[config.mk]
export PLATFORM = sky130hd
export DESIGN_NAME = lifo_tos
export DESIGN_NICKNAME = d
export VERILOG_FILES = /design/src/rtl/lifo_pkg.sv /design/src/rtl/lifo_spill_mem.sv /design/src/rtl/lifo_tos.sv
export SDC_FILE = /design/constraint.sdc
export NUM_CORES = 1
export LEC_CHECK = 0
export CORE_UTILIZATION = 62
export CTS_CLUSTER_DIAMETER = 50
export DETAILED_ROUTE_END_ITERATION = 7
export PLACE_DENSITY = 0.82
export SYNTH_ARGS = -nofsm -noshare
export SYNTH_HDL_FRONTEND = slang
export SYNTH_SLANG_ARGS = --single-unit
[constraint.sdc]
create_clock -name clk_i -period 7.6 [get_ports clk_i]
set_clock_uncertainty 0.2 [all_clocks]
set_input_delay 0.76 -clock clk_i [delete_from_list [all_inputs] [get_ports clk_i]]
set_output_delay 0.76 -clock clk_i [all_outputs]
set_load 0.05 [all_outputs]
[src/rtl/lifo_pkg.sv]
// Shared types and width helpers for the register-topped LIFO.
package lifo_pkg;

  typedef enum logic [1:0] {
    OP_NONE    = 2'd0,
    OP_PUSH    = 2'd1,
    OP_POP     = 2'd2,
    OP_REPLACE = 2'd3
  } stack_op_e;

  // Occupancy must be able to hold DEPTH itself.
  function automatic int cnt_width(input int depth);
    return $clog2(depth + 1);
  endfunction

endpackage

[src/rtl/lifo_spill_mem.sv]
// Spill storage below the TOS register: one synchronous write port, one asynchronous read port.
module lifo_spill_mem #(
  parameter int DEPTH      = 31,
  parameter int DATA_WIDTH = 32,
  localparam int AW        = (DEPTH > 1) ? $clog2(DEPTH) : 1
) (
  input  logic                  clk_i,
  input  logic                  we_i,
  input  logic [AW-1:0]         waddr_i,
  input  logic [DATA_WIDTH-1:0] wdata_i,
  input  logic [AW-1:0]         raddr_i,
  output logic [DATA_WIDTH-1:0] rdata_o
);

  logic [DATA_WIDTH-1:0] mem_q [DEPTH];

  // Contents are deliberately left unreset; occupancy tracks which entries are live.
  always_ff @(posedge clk_i) begin
    if (we_i) begin
      mem_q[waddr_i] <= wdata_i;
    end
  end

  assign rdata_o = mem_q[raddr_i];

endmodule

[src/rtl/lifo_tos.sv]
// LIFO with a registered top-of-stack, valid/ready on both sides, replace-top,
// occupancy flags, synchronous flush and a high-water-mark tracker.
module lifo_tos
  import lifo_pkg::*;
#(
  parameter int DEPTH           = 32,
  parameter int DATA_WIDTH      = 32,
  parameter int ALMOST_FULL_TH  = DEPTH - 4,
  parameter int ALMOST_EMPTY_TH = 4,
  localparam int CNT_W          = cnt_width(DEPTH)
) (
  input  logic                  clk_i,
  input  logic                  reset_ni,
  input  logic                  clear_i,
  input  logic                  hwm_clear_i,
  input  logic                  push_valid_i,
  output logic                  push_ready_o,
  input  logic [DATA_WIDTH-1:0] push_data_i,
  output logic                  pop_valid_o,
  input  logic                  pop_ready_i,
  output logic [DATA_WIDTH-1:0] pop_data_o,
  output logic [CNT_W-1:0]      count_o,
  output logic                  empty_o,
  output logic                  full_o,
  output logic                  almost_full_o,
  output logic                  almost_empty_o,
  output logic [CNT_W-1:0]      high_water_o
);

  localparam int MEM_D  = DEPTH - 1;
  localparam int MEM_AW = (MEM_D > 1) ? $clog2(MEM_D) : 1;

  localparam logic [CNT_W-1:0] DEPTH_C = CNT_W'(DEPTH);
  localparam logic [CNT_W-1:0] AF_C    = CNT_W'(ALMOST_FULL_TH);
  localparam logic [CNT_W-1:0] AE_C    = CNT_W'(ALMOST_EMPTY_TH);
  localparam logic [CNT_W-1:0] ONE_C   = CNT_W'(1);
  localparam logic [CNT_W-1:0] TWO_C   = CNT_W'(2);

  logic [CNT_W-1:0]      count_q, count_d;
  logic [CNT_W-1:0]      hwm_q, hwm_d;
  logic [DATA_WIDTH-1:0] tos_q, tos_d;
  logic                  push_fire_s, pop_fire_s;
  stack_op_e             op_s;
  logic                  mem_we_s;
  logic [MEM_AW-1:0]     mem_waddr_s, mem_raddr_s;
  logic [DATA_WIDTH-1:0] mem_rdata_s;

  assign empty_o        = (count_q == {CNT_W{1'b0}});
  assign full_o         = (count_q == DEPTH_C);
  assign almost_full_o  = (count_q >= AF_C);
  assign almost_empty_o = (count_q <= AE_C);
  assign count_o        = count_q;
  assign high_water_o   = hwm_q;
  assign pop_data_o     = tos_q;

  // Readiness looks only at our own state and the flush, never at the far side's handshake.
  assign push_ready_o = ~full_o & ~clear_i;
  assign pop_valid_o  = ~empty_o & ~clear_i;
  assign push_fire_s  = push_valid_i & push_ready_o;
  assign pop_fire_s   = pop_valid_o & pop_ready_i;

  // The element under TOS lives at count-1 when spilling and is read back from count-2.
  assign mem_waddr_s = MEM_AW'(count_q - ONE_C);
  assign mem_raddr_s = MEM_AW'(count_q - TWO_C);

  // Decode the two handshakes into one stack operation.
  always_comb begin
    op_s = OP_NONE;
    case ({push_fire_s, pop_fire_s})
      2'b10:   op_s = OP_PUSH;
      2'b01:   op_s = OP_POP;
      2'b11:   op_s = OP_REPLACE;
      default: op_s = OP_NONE;
    endcase
  end

  // Next-state for count, TOS and the spill write strobe; flush overrides everything.
  always_comb begin
    count_d  = count_q;
    tos_d    = tos_q;
    mem_we_s = 1'b0;
    if (clear_i) begin
      count_d = {CNT_W{1'b0}};
      tos_d   = {DATA_WIDTH{1'b0}};
    end else begin
      case (op_s)
        OP_PUSH: begin
          mem_we_s = (count_q != {CNT_W{1'b0}});
          tos_d    = push_data_i;
          count_d  = count_q + ONE_C;
        end
        OP_POP: begin
          tos_d   = (count_q > ONE_C) ? mem_rdata_s : {DATA_WIDTH{1'b0}};
          count_d = count_q - ONE_C;
        end
        OP_REPLACE: begin
          tos_d = push_data_i;
        end
        default: begin
          tos_d = tos_q;
        end
      endcase
    end
  end

  // Clearing the high-water mark restarts it from the occupancy being entered, not zero.
  always_comb begin
    if (hwm_clear_i) begin
      hwm_d = count_d;
    end else if (count_d > hwm_q) begin
      hwm_d = count_d;
    end else begin
      hwm_d = hwm_q;
    end
  end

  // State registers.
  always_ff @(posedge clk_i or negedge reset_ni) begin
    if (!reset_ni) begin
      count_q <= {CNT_W{1'b0}};
      tos_q   <= {DATA_WIDTH{1'b0}};
      hwm_q   <= {CNT_W{1'b0}};
    end else begin
      count_q <= count_d;
      tos_q   <= tos_d;
      hwm_q   <= hwm_d;
    end
  end

  lifo_spill_mem #(
    .DEPTH      (MEM_D),
    .DATA_WIDTH (DATA_WIDTH)
  ) u_spill (
    .clk_i   (clk_i),
    .we_i    (mem_we_s),
    .waddr_i (mem_waddr_s),
    .wdata_i (tos_q),
    .raddr_i (mem_raddr_s),
    .rdata_o (mem_rdata_s)
  );

endmodule

**Word level (Yosys, flattened, before mapping)**

Memory sizes are Yosys's and may differ from the RTL's.
Cells that the tools add are included.

- $add $sub $neg: 3
- $lt $le $gt $ge: 4
- Equality and inequality tests: 7
- Mux-type cells: 12
- Bitwise operators: 7
- Reductions and logical operators: 5

Operators with widths:

| kind | count |
|---|---|
| two-way mux 32 bit | 2 |
| case mux 32 bit (2 select lines) | 1 |
| two-way mux 6 bit | 3 |
| case mux 6 bit (2 select lines) | 1 |
| equality test 2 bit, second input constant | 4 |
| adder 6 x 1 -> 6 bit, second input constant | 1 |
| equality test 6 bit, second input constant | 1 |
| >= comparator 6 x 5 -> 1 bit, second input constant | 1 |
| greater-than comparator 6 x 1 -> 1 bit, second input constant | 1 |
| greater-than comparator 6 bit | 1 |
| less-or-equal comparator 6 x 3 -> 1 bit, second input constant | 1 |
| zero test 6 bit | 1 |
| case mux 2 bit (3 select lines) | 1 |
| nonzero test 6 bit | 1 |
| subtractor 6 x 1 -> 6 bit, second input constant | 1 |
| subtractor 5 x 2 -> 5 bit, second input constant | 1 |
| bitwise AND 1 bit | 4 |
| equality test 2 x 1 -> 1 bit, second input constant | 2 |
| two-way mux 1 bit | 4 |
| NOT 1 bit | 3 |
| nonzero test 3 bit | 1 |
| nonzero test 2 bit | 1 |
| OR reduction 2 bit | 1 |

- Flip-flop bits (word level): 44
- Memory bits (writable): 992
- Bits of input ports: 38
- Output and inout port bits: 50
- Logic and storage cells: 42
- Memories kept: 1

Memory list:

| name | words | bits a word | read ports | clocked after Yosys merged registers in | write ports | line | source |
|---|---|---|---|---|---|---|---|
| u_spill.mem_q | 31 | 32 | 1 | 0 | 1 | lifo_spill_mem.sv:15 | `logic [DATA_WIDTH-1:0] mem_q [DEPTH];` |

**Depth between registers and ports, before layout**

Gate-level depths: netlist of the first run.

- Depth in word-level cells: 12
- Gate-level depth with buffers: 24
- Depth with buffers taken out: 18

**Hierarchy**

A second synthesis of the first run with hierarchy kept.

- Cells, all modules: 2152
- Area, all modules: 40805.4 µm²

By module, submodules not included:

| module | instances | cells an instance | area each (µm²) | seq. area each (µm²) |
|---|---|---|---|---|
| lifo_spill_mem | 1 | 1883 | 38045.2 | 29788.6 |
| lifo_tos | 1 | 269 | 2760.1 | 1101.1 |

**Worst setup path before layout of the first run**

Ideal clock, no wire load.

- Path kind: register to register
- From: register count_q[0], in the netlist count_o[0]
- To: memory u_spill.mem_q[24][0], enable pin
- Library setup time: 0.421 ns
- Arrival: 7.324 ns
- Required time: 6.979 ns
- Setup slack: -0.345 ns
- Stages on the path, launching flop included: 19
- Buffers on the path: 6
- Clock period less this slack: 7.945 ns
- Cells stage by stage: dfrtp_1 buf_4 buf_6 buf_4 inv_1 buf_2 clkbuf_1 ha_1 inv_1 nor4b_1 nor2_1 and2_1 inv_1 ha_1 buf_2 inv_1 nor3_1 nand2_1 nor2_1

- Longest elaborated chain between the ends: 11
- Elaborated cells between the ends (all ways): 19
- Classes of those cells: 1 x add/sub; 5 x eq/ne; 5 x mux; 6 x bitwise; 2 x reduce/logical

RTL lines:

| element | line | source |
|---|---|---|
| from (decl) | lifo_tos.sv:39 | `logic [CNT_W-1:0] count_q, count_d;` |
| from (signal assigned) | lifo_tos.sv:120 | `count_q <= {CNT_W{1'b0}};` |
| from (signal assigned) | lifo_tos.sv:124 | `count_q <= count_d;` |
| zero test 6 bit (*) | lifo_tos.sv:48 | `assign empty_o = (count_q == {CNT_W{1'b0}});` |
| named net empty_o | lifo_tos.sv:23 | `output logic empty_o,` |
| NOT 1 bit (*) | lifo_tos.sv:58 | `assign pop_valid_o = ~empty_o & ~clear_i;` |
| bitwise AND 1 bit (*) | lifo_tos.sv:58 |  |
| named net pop_valid_o | lifo_tos.sv:19 | `output logic pop_valid_o,` |
| bitwise AND 1 bit (*) | lifo_tos.sv:60 | `assign pop_fire_s = pop_valid_o & pop_ready_i;` |
| equality test 2 bit or equality test 2 x 1 -> 1 bit (tied branches) | lifo_tos.sv:69 | `case ({push_fire_s, pop_fire_s})` |
| case mux 2 bit (3 select lines) (*) | lifo_tos.sv:69 |  |
| equality test 2 x 1 -> 1 bit (*) | lifo_tos.sv:86 | `case (op_s)` |
| two-way mux 1 bit (*) | lifo_tos.sv:86 |  |
| two-way mux 1 bit (*) | lifo_tos.sv:82 | `if (clear_i) begin` |
| two-way mux 1 bit (*) | lifo_spill_mem.sv:19 | `if (we_i) begin` |
| two-way mux 1 bit (implied by the code) (*) | lifo_spill_mem.sv:20 | `mem_q[waddr_i] <= wdata_i;` |
| to (decl) | lifo_spill_mem.sv:15 |  |

Mark *: on every way through the listed nets, which the timed path passes. The rest lies on a longest branch.

**Final worst setup path of the first run**

- From: register count_q[1], in the netlist count_o[1]
- To: memory u_spill.mem_q[8][20], enable pin

- Longest elaborated chain between the ends: 11
- Elaborated cells between the ends (all ways): 19
- Classes of those cells: 1 x add/sub; 5 x eq/ne; 5 x mux; 6 x bitwise; 2 x reduce/logical

RTL lines:

| element | line |
|---|---|
| equality test 6 bit or zero test 6 bit (tied branches) | lifo_tos.sv:49, lifo_tos.sv:48 |
| NOT 1 bit (on tied branches) | lifo_tos.sv:57, lifo_tos.sv:58 |
| bitwise AND 1 bit (on tied branches) | lifo_tos.sv:57, lifo_tos.sv:58 |
| bitwise AND 1 bit (on tied branches) | lifo_tos.sv:59, lifo_tos.sv:60 |
| equality test 2 bit or equality test 2 x 1 -> 1 bit (tied branches) | lifo_tos.sv:69 |
| case mux 2 bit (3 select lines) | lifo_tos.sv:69 |
| equality test 2 x 1 -> 1 bit | lifo_tos.sv:86 |
| two-way mux 1 bit | lifo_tos.sv:86 |
| two-way mux 1 bit | lifo_tos.sv:82 |
| two-way mux 1 bit | lifo_spill_mem.sv:19 |
| two-way mux 1 bit (implied by the code) | lifo_spill_mem.sv:20 |

Several ways; a longest one is shown, not always the timed one.

==> results of run 1 <==
final timing paths:
kind	from	end	slack, ps	depth (start not counted)
max in group asynchronous	reset_ni	count_o[1]	6270	1
hold reg to reg	high_water_o[3]	high_water_o[3]	340	1
setup / recovery	count_o[1]	u_spill.mem_q[8][20]	1590	12
hold / removal	reset_ni	count_o[5]	110	1
setup reg to reg	count_o[1]	u_spill.mem_q[8][20]	1590	12
min in group clk_i	high_water_o[3]	high_water_o[3]	340	1
logic make-up (layout without fill, tap and decap cells):
family	count (synthesis)	in the layout	synth area share
compound gates	277	277	0.04427
xor+xnor	4	4	0.001035
fa+ha+maj	19	19	0.005781
buf+inv	145	335	0.01780
flops	1036	1036	0.7512
mux	306	306	0.1434
simple gates	331	331	0.03651
power groups by stage:
stage / clock, mW / sequential [mW] / combinational (mW)
6_report: 4.96 / 6.39 / 1.21
5_1_grt: 5.18 / 6.39 / 1.25
4_1_cts: 4.97 / 6.39 / 1.18
3_5_place_dp: 0 / 6.51 / 1.17
3_3_place_gp: 0 / 6.51 / 1.14
2_1_floorplan: 0 / 6.63 / 0.606
layout make-up:
cell class | instances | area, sq um
clock inverter | 56 | 573.1
timing repair buffer | 137 | 1249
fill | 3703 | 19420
sequential | 1036 | 30900
clock buffer | 125 | 2668
multi-input combinational | 937 | 9787
tap | 864 | 1081
inverter | 17 | 63.81
metal layers:
| layer | part of all wire | vias up |
|---|---|---|
| met4 | 0.051 | 4 |
| li1 | - | 8871 |
| met5 | 0.00027 | - |
| met1 | 0.36 | 11380 |
| met2 | 0.46 | 1800 |
| met3 | 0.13 | 275 |
Yosys cell counts, types with 2 or more instances:
master	number
and2_1	2
a221o_1	23
nand3_1	6
ha_1	19
nor2_1	109
a21oi_1	97
nand2_1	138
nor4_1	10
o21a_1	9
nor3_1	11
nor2b_1	2
xnor2_1	3
mux4_2	225
o21ai_0	27
o211ai_2	2
dfrtp_1	44
and4_1	2
or2_2	3
inv_1	17
mux2_2	15
a2111oi_0	9
a31oi_1	24
buf_2	48
mux2i_1	66
nor3b_1	30
a211oi_1	36
nor4_2	2
a22o_1	8
o22ai_1	25
or3_1	9
clkbuf_1	51
edfxtp_1	992
buf_6	10
buf_1	7
buf_4	10
a21o_1	5
worst max-delay path, cell delays in order (launching register included):
cell and delay [ps]:
dfrtp_4 650, inv_1 360, ha_1 250, inv_1 70
nor4b_2 340, nor2_1 100, and2_1 230, inv_1 60
ha_1 390, inv_1 150, nor3_1 780, nand2_1 860
nor2_4 1140
registers in the layout, indices dropped and copies added, names as in the netlist:
| signal | flops |
|---|---|
| high_water_o | 6 |
| u_spill.mem_q | 992 |
| count_o | 6 |
| pop_data_o | 32 |
through the flow:
stage	std cells	hold slack (ps)	cell area, sq um	util	setup WS [ps]
global placement	2991	306.5	43080	0.6553	2071
global route	3172	191.2	46320	0.7045	1478
finish	3172	114.3	46320	0.7045	1589
CTS	3172	129.3	46320	0.7045	1861
floorplan	2118	264.4	41130	-	698.1
detailed placement	2991	334.5	43080	0.6553	1953
==> flow_metrics.py, run 1 <==
metrics = {
    "yosys": {
        "share_of_the_synthesized_area_in_the_top_cell_type": 0.7244,
        "number_of_flip_flops_and_latches_in_the_synthesized_netlist": 1036,
        "synthesis.instances": 2118,
        "edff_count_synth": 992,
        "yosys_most_used_dff": "edfxtp_1",
        "mappedNetlistNets": 2175,
        "synth_async_sr_flop_share": 0.04247,
        "mappedNetlistArea_sq_um": 41120,
        "avgSynthCellArea_sq_um": 19.41,
        "synth_cell_type_count": 58,
        "synth.area.top_cells": "edfxtp_1, mux4_2, dfrtp_1",
        "synth_seq_area_share": 0.7512,
        "yosys_warnings": 0,
        "post-synth-top-area-cell": "edfxtp_1",
    },
    "global_route": {
        "grt_usage": 0.3157,
        "grt_pass1_vias": 21780,
        "antenna_found_initial": 3,
        "grt_use_met2": 0.4743,
        "grt.met3_usage": 0.07899,
        "grt_pass1_wl_um": 149900,
        "globalRouteMet1Util": 0.4428,
        "grt_max_degree": 131,
        "gr_peak_layer": "met2",
        "global_route.overflow_total": 0,
    },
    "clock_tree": {
        "worst_skew_pair.late_latency_ps": 660,
        "cts_tree": "yes",
        "ctsHtreeMaxLevel": 3,
        "cts.root.buffer_cell": "clkbuf_16",
        "numClockSinks": 1036,
        "cts_buffers": 98,
        "cts-hold-fix-buffers": 0,
        "post_cts_resize_count": 0,
        "clockBufferDepth": 3,
        "clk_pin_slew_worst_paths_ps": 60,
        "cts.repair_timing.setup_buffer_count": 0,
    },
    "power": {
        "pwr-share-seq": 0.509,
        "max_vdd_drop_mv": 0.1802,
        "cellPowerDensity_nw_per_um2": 271.1,
        "switching_share": 0.2370,
        "power.leakage_nw": 14.77,
        "internal_power_mw": 9.580,
        "pwr-share-comb": 0.096,
        "clock_power_share": 0.395,
        "power.total_mw": 12.56,
        "net-switching-power_mw": 2.975,
    },
    "floorplan": {
        "design.portCount": 88,
        "die_height_um": 259.5,
        "die_w_um": 259.5,
        "start_util": 0.6255,
        "die_area_sq_um": 67360,
        "num_rows": 94,
        "core_area_sq_um": 65750,
    },
    "setup_path": {
        "worstPathArrival_ps": 6070,
        "worstPathMaxFanout": 32,
        "critical_path_class": "flip-flop to flip-flop",
        "critical_path_start_type": "flip-flop",
        "data_required_time_at_the_worst_endpoint_ps": 7660,
        "timing.critical_path.to_type": "flip-flop",
    },
    "route": {
        "route.detailed.drc": 0,
        "total_wire_length_um": 104600,
        "route.detailed.wl_per_inst_um": 32.97,
        "detailroute.via_count": 22330,
        "drt-initial-drc-count": 3126,
        "drt-vias-per-instance": 7.040,
        "drt-pass1-iter-count": 6,
        "drt.antenna.violating_nets": 0,
    },
    "sta": {
        "timing.slew.headroom": 0.2004,
        "tightest_slew_ps": 1197,
        "slew_violations": 0,
        "final_setup_vio_count": 0,
        "period_minus_slack_ps": 6011,
        "finalSetupTns_ps": 0,
        "timing_hold_violations_final": 0,
        "max_clock_freq_ghz": 0.1664,
        "unrepaired_setup_endpoints_after_global_routing": "false",
        "post-route-period-util": 0.7910,
    },
    "run_status": {
        "status": "finished clean",
    },
    "placement": {
        "port_buffers": 87,
        "finalWeightedCongestion": 0.9889,
        "detailedPlacementHpwl_um": 59540,
    },
    "final_layout": {
        "area_growth_pct": 12.65,
        "most-common-layout-cells": "edfxtp_1, mux4_2, nand2_1",
        "layout.nets": 2284,
        "antenna_cells_inserted": 0,
        "drive_above_1_share": 0.2153,
        "final_common_cell": "edfxtp_1",
    },
    "job": {
        "max_cap_viol_count": 0,
    },
    "worst_hold_path": {
        "holdCritPathClass": "input pin to asynchronous set/reset pin",
    },
}
Note: power is estimated with default switching activity, not from simulation.
==> run 2: changes to the inputs <==
--- a/config.mk
+++ b/config.mk
@@ -5,10 +5,10 @@
 export SDC_FILE = /design/constraint.sdc
 export NUM_CORES = 1
 export LEC_CHECK = 0
-export CORE_UTILIZATION = 62
+export CORE_UTILIZATION = 56
 export CTS_CLUSTER_DIAMETER = 50
 export DETAILED_ROUTE_END_ITERATION = 7
-export PLACE_DENSITY = 0.82
+export PLACE_DENSITY = 0.78
 export SYNTH_ARGS = -nofsm -noshare
 export SYNTH_HDL_FRONTEND = slang
 export SYNTH_SLANG_ARGS = --single-unit
==> constraint.sdc (replaced) <==
create_clock -name clk_i -period 5.23 [get_ports clk_i]
set_clock_uncertainty 0.2 [all_clocks]
set_input_delay 0.523 -clock clk_i [delete_from_list [all_inputs] [get_ports clk_i]]
set_output_delay 0.523 -clock clk_i [all_outputs]
set_load 0.05 [all_outputs]
==> run 2 against run 1 <==
Register-to-register slack worse by 1400 ps; die area up 11%; critical path depth up 1; combinational power up 31%; sequential power up 46%; setup slack worse by 1400 ps.
==> flow_metrics.py, run 2 (synthesis gave the netlist of run 1 again) <==
metrics = {
    "floorplan": {
        "num_rows": 98,
        "core_area_sq_um": 72100,
        "die_area_sq_um": 74520,
        "start_util": 0.5703,
        "design.portCount": 88,
        "die_height_um": 273.0,
        "die_w_um": 273.0,
    },
    "run_status": {
        "status": "finished clean",
    },
    "setup_path": {
        "critical_path_class": "flip-flop to flip-flop",
        "max_stage_delay_cell_worst_path": "nor2_4",
        "critPathMostFrequentCell": "inv_1",
        "worst_path_largest_cell_delay_ps": 790,
        "timing.critical_path.to_type": "flip-flop",
        "critical_path_start_type": "flip-flop",
        "timing.critical_path.buf_inv": 5,
        "worstPathArrival_ps": 5160,
        "timing.critical_path.cells": "inv_2, ha_1, inv_1, nor4b_4, nor2_4, and2_4, inv_1, ha_1, inv_1, nor3_1, nand2_1, nor2_4, buf_12",
        "timing.critical_path.max_delay_family": "simple AND/OR/NAND/NOR gates",
        "worstPathMaxFanout": 18,
        "data_required_time_at_the_worst_endpoint_ps": 5370,
    },
    "final_layout": {
        "largest_register_ffs": 992,
        "seqCellArea_sq_um": 30900,
        "most-common-layout-cells": "edfxtp_1, mux4_2, nand2_1",
        "multi_input_area_sq_um": 9813,
        "final-instance-count-excl-fill": 3305,
        "final_common_cell": "edfxtp_1",
        "largest_register": "u_spill.mem_q",
        "layout.nets": 2323,
        "antenna_cells_inserted": 0,
        "layout.filler_cells": 4562,
        "layout.cell_area.non_filler_sq_um": 47120,
        "area_growth_pct": 14.58,
        "drive_above_1_share": 0.2276,
    },
    "placement": {
        "finalWeightedCongestion": 0.8355,
        "detailedPlacementHpwl_um": 56440,
        "dpl_worst_slack_ps": 341.5,
        "dpl-instance-area_sq_um": 43770,
        "dp.cells": 3110,
        "port_buffers": 87,
    },
    "sta": {
        "period_minus_slack_ps": 5018,
        "setup_slack_ps": 212.0,
        "unrepaired_setup_endpoints_after_global_routing": "false",
        "post-route-period-util": 0.9595,
        "tightest_slew_ps": 1272,
        "slew_violations": 0,
        "final_setup_vio_count": 0,
        "max_clock_freq_ghz": 0.1993,
        "timing_hold_violations_final": 0,
        "finalSetupTns_ps": 0,
        "timing.slew.headroom": 0.1519,
    },
    "clock_tree": {
        "ctsHtreeMaxLevel": 3,
        "cts.root.buffer_cell": "clkbuf_16",
        "clockBufferDepth": 3,
        "cts_tree": "yes",
        "cts.repair_timing.setup_buffer_count": 0,
        "clk_pin_slew_worst_paths_ps": 60,
        "cts_buffers": 103,
        "numClockSinks": 1036,
        "worst_skew_pair.late_latency_ps": 660,
    },
    "route": {
        "metal3_wl_um": 10700,
        "route.detailed.wl_per_inst_um": 30.79,
        "drt-pass1-iter-count": 8,
        "detailroute.via_count": 22210,
        "total_wire_length_um": 101800,
        "drt.antenna.violating_nets": 0,
        "drt-initial-drc-count": 2775,
        "highest_layer": "met4",
        "route.detailed.drc": 0,
        "route.met2.wl_um": 49760,
        "drt-vias-per-instance": 6.720,
        "wl_met1_um": 37590,
    },
    "global_route": {
        "grt_pass1_vias": 22470,
        "grt_usage": 0.2751,
        "grt_pass1_wl_um": 147800,
        "grt_max_degree": 123,
        "antenna_found_initial": 0,
        "global_route.overflow_total": 0,
    },
    "job": {
        "max_cap_viol_count": 0,
    },
    "worst_hold_path": {
        "holdCritPathClass": "input pin to flip-flop",
    },
    "power": {
        "cellPowerDensity_nw_per_um2": 385.2,
        "max_vdd_drop_mv": 0.3779,
        "power.leakage_nw": 15.07,
        "power.total_mw": 18.15,
    },
}
## run 2: per-stage QoR
stage	util	hold WS (ps)
floorplan	-	27.41
global placement	0.6071	314.6
detailed placement	0.6071	324.4
CTS	0.6535	280.3
global route	0.6535	324.4
finish	0.6535	311.1
## run 2: worst paths after layout
check | from | end | slack (ps) | cells past startpoint
max reg2reg | count_o[1] | u_spill.mem_q[24][16] | 210 | 13
min in group asynchronous | reset_ni | high_water_o[5] | 390 | 3
max | count_o[1] | u_spill.mem_q[24][16] | 210 | 13
min | push_data_i[3] | pop_data_o[3] | 310 | 3
min reg2reg | pop_data_o[17] | u_spill.mem_q[3][17] | 340 | 0
max in group asynchronous | reset_ni | count_o[1] | 3780 | 3
## run 2: final cells by class
cell class | count | share of cell area
clock buffer | 141 | 0.06007
clock inverter | 53 | 0.01068
tap | 950 | 0.02523
timing repair buffer | 171 | 0.03861
sequential | 1036 | 0.6558
inverter | 17 | 0.001354
multi-input combinational | 937 | 0.2083
## run 2: repair_timing
| item | in CTS | in global routing |
|---|---|---|
| gates resized for setup | 0 | 0 |
| hold endpoints to repair | 44 | 0 |
| hold buffers | 1 | 0 |
## run 2: routing by layer
metal  global-route usage  vias up
met1               0.3765    11410
met3              0.05659      265
met2               0.4422     1567
met4               0.1013        0
met5                    0        -
li1                     -     8963
## run 2: worst min-delay path, delay by kind of cell
| family | cells | cell delay, ps |
|---|---|---|
| buffers and inverters | 1 | 440 |
| and+or+nand+nor | 1 | 90 |
| AOI/OAI and AO/OA | 1 | 80 |
## run 2: where the power goes
group / leakage (nW) / internal [mW] / switching (mW)
clock: 1.63 / 4.15 / 3.07
sequential: 9.75 / 9.23 / 0.106
combinational: 3.70 / 0.585 / 1.01
total: 15.1 / 14.0 / 4.19
==> patch, RTL diff (settings of run 1) <==
Make the reset (`reset_ni`) synchronous in one clocked block. Comments in the files are not updated.
--- a/src/rtl/lifo_tos.sv
+++ b/src/rtl/lifo_tos.sv
@@ -117,3 +117,3 @@
   // State registers.
-  always_ff @(posedge clk_i or negedge reset_ni) begin
+  always_ff @(posedge clk_i) begin
     if (!reset_ni) begin
Formal check against the unedited RTL: differs if reset_ni is asserted again (counterexample within 4 cycles, from zero or initial values and one cycle with reset_ni low); with reset_ni held inactive, the same outputs for 4 cycles.
==> patch against run 1 <==
  * Cell area is 0.13% higher
  * Sequential cell count stayed put
  * Worst setup slack better by 0.53 ns
  * Highest routed layer is now met4
  * Core utilization is 0.98 points higher
  * Routed wire length is 0.69% higher
  * Hold slack better by 0.19 ns
  * Synthesized area is 0.33% lower
Power is not compared: it rests on default switching activity, and its combinational part moved more than twofold at a synthesized area within 25%.
==> patch: results <==
[critical_path]
max_stage_delay_ns = 1.08
cpMaxStageDelayCell = "a21oi_2"
rr_worst_depth = 12
crit_fanout = 50
cpLargestDelayFamily = "compound AO/OA/AOI/OAI gates"
reg2reg_from = "count_o[0]$_SDFF_PN0_"
r2r_end = "pop_data_o[27]$_SDFFE_PP0P_"
r2r_setup_slack_ns = 2.12
cp.arrival_ns = 5.84

[placed_design]
numPortBuffers = 87
dpl_cell_area_mm2 = 0.04298
post-place-ws_ns = 2.319
dp_hpwl_mm = 61.22
dp.cells = 3096
place_congestion = 0.9105

[route]
first_pass_iters = 6
wire_per_inst_um = 32.01
via_per_inst = 6.946
drt_iter0_markers = 3004

[timing]
worstMarginPinSlew_ns = 1.425
max_freq_mhz = 182.4
fin_hold_ws_ns = 0.3023

[outcome]
status = "complete, no violations"

[synth]
async_reset_ff_share_pct = 0
yosysUniqueCellTypes = 58
synth_edf_count = 992
syn-num-nets = 2296
netlist_top_cells_count = "edfxtp_1 (992), mux4_2 (162), nand2_1 (159), nor2_1 (98), mux2i_1 (96)"
ys_seq_area_share_pct = 74.83
syn-mean-instance-area_um2 = 18.31
yosysWarnings = 0
synthTopCellsByArea = "edfxtp_1 (73%), mux4_2 (8.9%), mux2i_1 (2.3%), dfxtp_1 (2.1%), mux2_2 (1.8%)"

[power_and_ir_drop]
switching_power_mw = 2.370
pg_comb_mw = 0.223
cellLeakagePower_nw = 14.27
power_clock_mw = 5.12
combPwrFrac_pct = 1.9
vdd_drop_max_uv = 223.4

[grt]
antenna_found_initial = 0
gr-usage-all-layers_pct = 31.94
grt_max_degree = 153
first_global_vias = 22590
grt_pass1_wl_mm = 153.2

[cells_and_area]
stdcell_count = 3289
diodes = 0
top_register = "u_spill.mem_q"
layout-drive-gt1-share_pct = 19.76
nets = 2405

[cts]
path_clk_slew_ns = 0.06
post_cts_buffers = 0
cts_made_buffers = 103
cts_resized = 0
cts.path.max_buffers = 3
insertion_delay_ns = 0.67
ctsHtreeMaxLevel = 3
root_buffer = "clkbuf_16"

[min_path]
hp-start = "high_water_o[1]$_SDFFE_PN0P_"
min_to = "high_water_o[1]$_SDFFE_PN0P_"
whs_path_depth = 2
hp-class = "reg -> reg"
## patch: worst min-delay path, cell delays in order, from the launching register on
cell	delay, ns
dfxtp_1	0.33
nand3_1	0.07
a21oi_1	0.05
## patch: metal layers
layer  GRT usage [%]  wire [um]  part of all wire, %  vias up
li1                -          -                    -     9285
met1           41.90      37700                   36    11588
met2           51.89      51650                   49     1650
met3           4.940       9093                  8.6      322
met4           17.64       6844                  6.5        0
met5               0          0                    0        -
## patch: how the worst max path moves through the flow
stage,from,end,cells past startpoint
6_report,count_o[0]$_SDFF_PN0_,pop_data_o[27]$_SDFFE_PP0P_,12
5_1_grt,count_o[0]$_SDFF_PN0_,u_spill.mem_q[2][12]$_DFFE_PP_,10
3_3_place_gp,count_o[0]$_SDFF_PN0_,u_spill.mem_q[4][3]$_DFFE_PP_,10
2_1_floorplan,count_o[0]$_SDFF_PN0_,high_water_o[5]$_SDFFE_PN0P_,22
3_5_place_dp,count_o[0]$_SDFF_PN0_,u_spill.mem_q[1][10]$_DFFE_PP_,10
4_1_cts,count_o[0]$_SDFF_PN0_,u_spill.mem_q[18][10]$_DFFE_PP_,10
## patch: cell type report
cell class / instances / area [um^2]
Clock buffer: 131 / 2775
Clock inverter: 61 / 626.9
Fill cell: 3709 / 18550
Inverter: 16 / 60.06
Multi-Input combinational cell: 1056 / 9941
Sequential cell: 1036 / 30680
Tap cell: 855 / 1070
Timing Repair Buffer: 134 / 1234
## patch: kinds of logic (layout without fill, tap and decap cells)
group                    count (synthesis)  in the layout  synth area share, %
flip-flops                            1036           1036                74.83
AND/OR/NAND/NOR                        393            393                4.396
buffers and inverters                  146            342                1.597
AO/OA/AOI/OAI                          314            314                5.389
multiplexers                           325            325                13.09
XOR/XNOR                                 4              4              0.08550
adder cells (fa/ha/maj)                 20             20               0.6106
